`config.mk`:
```
export PLATFORM = sky130hd
export DESIGN_NAME = mu0_control
export DESIGN_NICKNAME = d
export VERILOG_FILES = /design/src/rtl/mu0_control.sv
export SDC_FILE = /design/constraint.sdc
export NUM_CORES = 1
export LEC_CHECK = 0
export CAP_MARGIN = 10
export CORE_AREA = 5 5 42 44
export DETAILED_ROUTE_END_ITERATION = 8
export DIE_AREA = 0 0 47 49
export PLACE_DENSITY = 0.59
export SYNTH_ARGS = -nofsm -noshare
export SYNTH_HDL_FRONTEND = slang
export SYNTH_SLANG_ARGS = --single-unit
```
`constraint.sdc`:
```
create_clock -name Clk -period 1.4 [get_ports Clk]
set_clock_uncertainty 0.15 [all_clocks]
set_input_delay 0.14 -clock Clk [delete_from_list [all_inputs] [get_ports Clk]]
set_output_delay 0.14 -clock Clk [all_outputs]
set_load 0.1 [all_outputs]
```
`src/rtl/mu0_control.sv`:
```
// MU0 control unit: fetch/execute/halt sequencer driving the datapath register
// enables, mux selects, ALU function and memory strobes.
// Optional build macro MU0_INSTR_COUNT_EN adds a 16-bit retired-instruction counter.
module mu0_control (
  input  logic        Clk,
  input  logic        Reset,
  input  logic [3:0]  F,
  input  logic        N,
  input  logic        Z,
  input  logic        Mem_Ready,
  output logic        X_sel,
  output logic        Y_sel,
  output logic        Addr_sel,
  output logic [1:0]  ALU_fs,
  output logic        ACC_En,
  output logic        PC_En,
  output logic        IR_En,
  output logic        Rd,
  output logic        Wr,
  output logic        Fetch,
`ifdef MU0_INSTR_COUNT_EN
  output logic [15:0] Instr_Count,
`endif
  output logic        Halted
);

  localparam logic [1:0] StFetch = 2'd0;
  localparam logic [1:0] StExec  = 2'd1;
  localparam logic [1:0] StHalt  = 2'd2;

  localparam logic [1:0] AluPassY = 2'b00;
  localparam logic [1:0] AluAdd   = 2'b01;
  localparam logic [1:0] AluInc   = 2'b10;
  localparam logic [1:0] AluSub   = 2'b11;

  localparam logic [3:0] OpLda = 4'h0;
  localparam logic [3:0] OpSta = 4'h1;
  localparam logic [3:0] OpAdd = 4'h2;
  localparam logic [3:0] OpSub = 4'h3;
  localparam logic [3:0] OpJmp = 4'h4;
  localparam logic [3:0] OpJge = 4'h5;
  localparam logic [3:0] OpJne = 4'h6;
  localparam logic [3:0] OpStp = 4'h7;

  logic [1:0] state_q, state_d;
  logic       exec_mem_op;

  // Opcodes 0-3 touch memory and must wait for Mem_Ready in EXEC
  assign exec_mem_op = (F[3:2] == 2'b00);

  // Next-state logic; a memory access stalls the current state until Mem_Ready
  always_comb begin
    state_d = state_q;
    case (state_q)
      StFetch: begin
        if (Mem_Ready) state_d = StExec;
      end
      StExec: begin
        if (!exec_mem_op || Mem_Ready) begin
          state_d = (F == OpStp) ? StHalt : StFetch;
        end
      end
      StHalt:  state_d = StHalt;
      default: state_d = StFetch;
    endcase
  end

  // State register with synchronous reset
  always_ff @(posedge Clk) begin
    if (Reset) state_q <= StFetch;
    else       state_q <= state_d;
  end

  // Output decode; register enables are qualified by Mem_Ready on memory cycles
  always_comb begin
    X_sel    = 1'b0;
    Y_sel    = 1'b0;
    Addr_sel = 1'b0;
    ALU_fs   = AluPassY;
    ACC_En   = 1'b0;
    PC_En    = 1'b0;
    IR_En    = 1'b0;
    Rd       = 1'b0;
    Wr       = 1'b0;
    Fetch    = (state_q == StFetch);
    Halted   = (state_q == StHalt);
    case (state_q)
      StFetch: begin
        Rd     = 1'b1;
        X_sel  = 1'b1;
        ALU_fs = AluInc;
        IR_En  = Mem_Ready;
        PC_En  = Mem_Ready;
      end
      StExec: begin
        Addr_sel = 1'b1;
        case (F)
          OpLda: begin
            Rd     = 1'b1;
            ALU_fs = AluPassY;
            ACC_En = Mem_Ready;
          end
          OpSta: begin
            Wr = 1'b1;
          end
          OpAdd: begin
            Rd     = 1'b1;
            ALU_fs = AluAdd;
            ACC_En = Mem_Ready;
          end
          OpSub: begin
            Rd     = 1'b1;
            ALU_fs = AluSub;
            ACC_En = Mem_Ready;
          end
          OpJmp: begin
            Y_sel = 1'b1;
            PC_En = 1'b1;
          end
          OpJge: begin
            Y_sel = 1'b1;
            PC_En = ~N;
          end
          OpJne: begin
            Y_sel = 1'b1;
            PC_En = ~Z;
          end
          default: ;  // STP and NOPs: no enables, no memory access
        endcase
      end
      default: ;
    endcase
    // Reset suppresses every side effect and parks the selects at 0
    if (Reset) begin
      X_sel    = 1'b0;
      Y_sel    = 1'b0;
      Addr_sel = 1'b0;
      ALU_fs   = AluPassY;
      ACC_En   = 1'b0;
      PC_En    = 1'b0;
      IR_En    = 1'b0;
      Rd       = 1'b0;
      Wr       = 1'b0;
    end
  end

`ifdef MU0_INSTR_COUNT_EN
  logic [15:0] count_q;
  logic        exec_done;

  assign exec_done   = (state_q == StExec) && (state_d != StExec);
  assign Instr_Count = count_q;

  // Retired-instruction counter, wraps naturally at 16 bits
  always_ff @(posedge Clk) begin
    if (Reset)          count_q <= 16'h0000;
    else if (exec_done) count_q <= count_q + 16'h0001;
  end
`endif

endmodule
```
* Yosys cells after proc, flatten, opt, wreduce, memory -nomap -nowiden
Index checks and enable logic that the tools add are counted.
Cells by class: reductions and logical operators 8, bitwise operators 2, eq/ne operators 11, multiplexer cells 28
Operator list (count):
- 1-bit 2-to-1 mux | 18
- 4-bit by 3-bit == test with 1-bit output (second input constant) | 4
- 4-bit by 2-bit == test with 1-bit output (second input constant) | 2
- 2-bit 2-to-1 mux | 4
- 2-bit one-hot mux with 2 select lines | 2
- 2-bit one-hot mux with 3 select lines | 1
- 3-bit OR reduction | 2
- 4-bit by 1-bit == test with 1-bit output (second input constant) | 1
- 2-bit zero test | 2
- 4-bit zero test | 1
- 2-bit inequality test (second input constant) | 2
- 1-bit one-hot mux with 2 select lines | 2
- 1-bit one-hot mux with 3 select lines | 1
- 2-bit by 1-bit == test with 1-bit output (second input constant) | 1
- 2-bit == test (second input constant) | 1
- 1-bit NOT | 2
- 2-bit AND reduction | 1
- 1-bit zero test | 1
- 1-bit logical OR | 1
Word-level totals: word-level logic and storage cells 50, output and inout bits 12, input bits 9, flip-flop bits (word level) 2

* Longest topological paths before layout
depth in word-level cells 5, gate-level depth with buffers 4, gate-level depth less buffers 3

* Least setup slack after synthesis
Ideal clock, no wire load.
path kind flip-flop to output port, start register state_q[1], end output port ALU_fs[1], path buffers 1, data required time 1.110 ns, stages on the path, launching flop included 4, arrival time 2.152 ns, slack -1.042 ns, cells stage by stage dfxtp_1 > or2_1 > buf_2 > a21oi_1
Between the ends: word-level cells in the longest chain between the ends 3, elaborated cells on any way between the ends 4, classes of those cells 1 x eq/ne; 2 x mux; 1 x reduce/logical
RTL lines:
- start: declaration | line 45 | logic [1:0] state_q, state_d;
- start signal: assignment | line 70 | if (Reset) state_q <= StFetch;
- start signal: assignment | line 71 | else state_q <= state_d;
- 2-bit by 1-bit == test with 1-bit output or 2-bit zero test (tied branches) | line 87 | case (state_q)
- 2-bit one-hot mux with 2 select lines * | line 87
- 2-bit 2-to-1 mux * | line 134 | if (Reset) begin
- end: declaration | line 14 | output logic [1:0] ALU_fs,
Mark *: on every way between the ends. The rest lies on a longest branch, timed or not.

* Worst setup path in the final report
start register state_q[0], end output port PC_En
Between the ends: word-level cells in the longest chain between the ends 3, elaborated cells on any way between the ends 4, classes of those cells 1 x eq/ne; 2 x mux; 1 x reduce/logical
RTL lines:
- 2-bit by 1-bit == test with 1-bit output or 2-bit zero test (tied branches) | line 87
- 1-bit one-hot mux with 2 select lines * | line 87
- 1-bit 2-to-1 mux * | line 134
- end: declaration | line 16 | output logic PC_En,
Marks and branches as above.

==> metrics.yaml <==
dp_hpwl_um: 702
synth_cells: 35
synth_top_area_share: 0.161
critPathRequiredTime_ns: 1.11
ant_nets: 0
whs_ns: 0.244
vias_per_cell: 4.40
grt_pass1_wl_mm: 1.48
finalHoldViolations: 0
place_ws_ns: -0.307
wl_um: 872
worstSetupStartpointType: "flip-flop"
cp_data_arrival_time_ns: 1.23
grt_setup_unrepaired: "yes"
drt_iter0_drc: 3
syn_avg_cell_area_um2: 7.11
cp_max_fo: 6
vias: 352
chipHeight_um: 49
maxCapViolations: 0
synthTopCellsByArea: "dfxtp_1 16%, nand3b_4 8.0%, nor2_1 7.5%"
outcome: "finished with violations"
clk_latency_ns: 0.22
start_util: 0.178
grt_use_total: 0.0878
utilization: 0.544
relSlewSlack: 0.866
io_buffers: 20
cts_sinks: 2
clk_pin_slew_worst_paths_ns: 0.03
ir_drop_uv: 381
route.detailed.drc: 0
reg2reg_slack_ns: 0.18
wl_per_cell_um: 10.9
postCtsHoldBufs: 0
antenna_found_initial: 0
routabilityCongestion: 0.616
grt_start_max_net_pins: 7
setup_ws_ns: -0.119
netlist_area_um2: 249
yosys.area.top_type: "dfxtp_1"
first_global_vias: 375
n_antenna_cell: 0
cp-end-kind: "output pin"
cts_buffer_depth: 2
ys_ff_latch: 2
finalSetupViolCount: 9
root_buffer: "clkbuf_4"
drive_above_1_share: 0.703
area_growth_syn_to_layout_pct: 206
pwr_density_cell_nw_per_um2: 623
cellLeakagePower_nw: 0.329
ioPinCount: 21
min_period_ns: 1.52
yosysWarnings: 0
drtPass1Iterations: 3
synth.distinct_cells: 22
ys_seq_area_frac: 0.161
fmax_ghz: 0.658
cts_buffers: 3
cts_htree_levels: 1
fin_nets: 75
largest_register_ffs: 2
largestRegisters: "state_q (2)"
core_um2: 1400
fin_setup_tns_ns: -0.583
dieArea_um2: 2300
syn-num-nets: 44
worstSetupPathType: "reg -> out"
overflow: 0
die_x_um: 47
fin_crit_sh: 1.09
top_register: "state_q"
slew_violations: 0
violations: "setup timing"
worst_slew_pin_slew_ns: 0.201
cts_tree: "yes"
hold_path_class: "in -> reg"
rows: 14
kinds of logic after synthesis:
family	after synthesis	share of synthesized area
flip-flops	2	0.161
AND/OR/NAND/NOR	25	0.618
buffers and inverters	2	0.0653
AO/OA/AOI/OAI	6	0.156
repair_timing:
action,4_1_cts,5_1_grt
pin swaps,3,2
setup endpoints to repair,11,12
resized for setup,15,1
buffers inserted,2,1
synth_stat cells:
cell type	count
nor2_1	5
nand2_1	4
a21oi_1	3
dfxtp_1	2
nand3_1	2
nand3b_1	2
nor2_2	2
a21oi_2	1
and2_1	1
and2_2	1
and2b_2	1
and3_1	1
and3_2	1
buf_2	1
buf_6	1
nand2b_1	1
nand2b_2	1
nand3b_4	1
nor3_1	1
o21ai_0	1
o21ba_1	1
or2_1	1
report_power, final:
part | switching [mW] | internal [mW]
Combinational | 0.171 | 0.113
Clock | 0.0331 | 0.0946
Sequential | 0.00400 | 0.0592
Total | 0.208 | 0.267
stage by stage:
stage          instance area, um2  power, mW  std cells
6_report                      762      0.475         80
5_1_grt                       762      0.510         80
4_1_cts                       757      0.487         80
3_5_place_dp                  697      0.339         76
3_3_place_gp                  697      0.338         76
2_1_floorplan                 330      0.234         35
layout make-up:
class                           count  area [um2]
Clock buffer                        3        22.5
Timing Repair Buffer               28         378
Fill cell                         141         639
Tap cell                           16        20.0
Sequential cell                     2        45.0
Multi-Input combinational cell     31         297
metal layers:
layer,vias up,GRT usage,routed length [um]
li1,179,-,-
met4,0,0.0553,0
met2,11,0.143,488
met1,162,0.0939,321
met3,0,0.0258,62
met5,-,0,0
worst max-delay path, cell delays in order, from the launching register on:
cell and delay, ns:
dfxtp_4 0.37, nand3b_4 0.07, nand3b_1 0.20, a21oi_4 0.17, buf_12 0.19
final timing paths:
kind	from	to	cells past startpoint
worst min register to register	state_q[1]$_SDFFE_PP0P_	state_q[0]$_SDFFE_PP0P_	2
worst min-delay path	Reset	state_q[1]$_SDFFE_PP0P_	2
worst max-delay path	state_q[0]$_SDFFE_PP0P_	PC_En	4
worst max register to register	state_q[0]$_SDFFE_PP0P_	state_q[1]$_SDFFE_PP0P_	3
cells in the final DEF, fill, tap and decap left out, drive strengths merged, types with 3 or more instances in the layout:
cell type / count
buf: 20
nor2: 7
dlygate4sd2: 5
nand2: 4
a21oi: 4
clkbuf: 3
clkdlybuf4s50: 3
nand3b: 3
No activity file was read; power rests on OpenSTA's default activity.
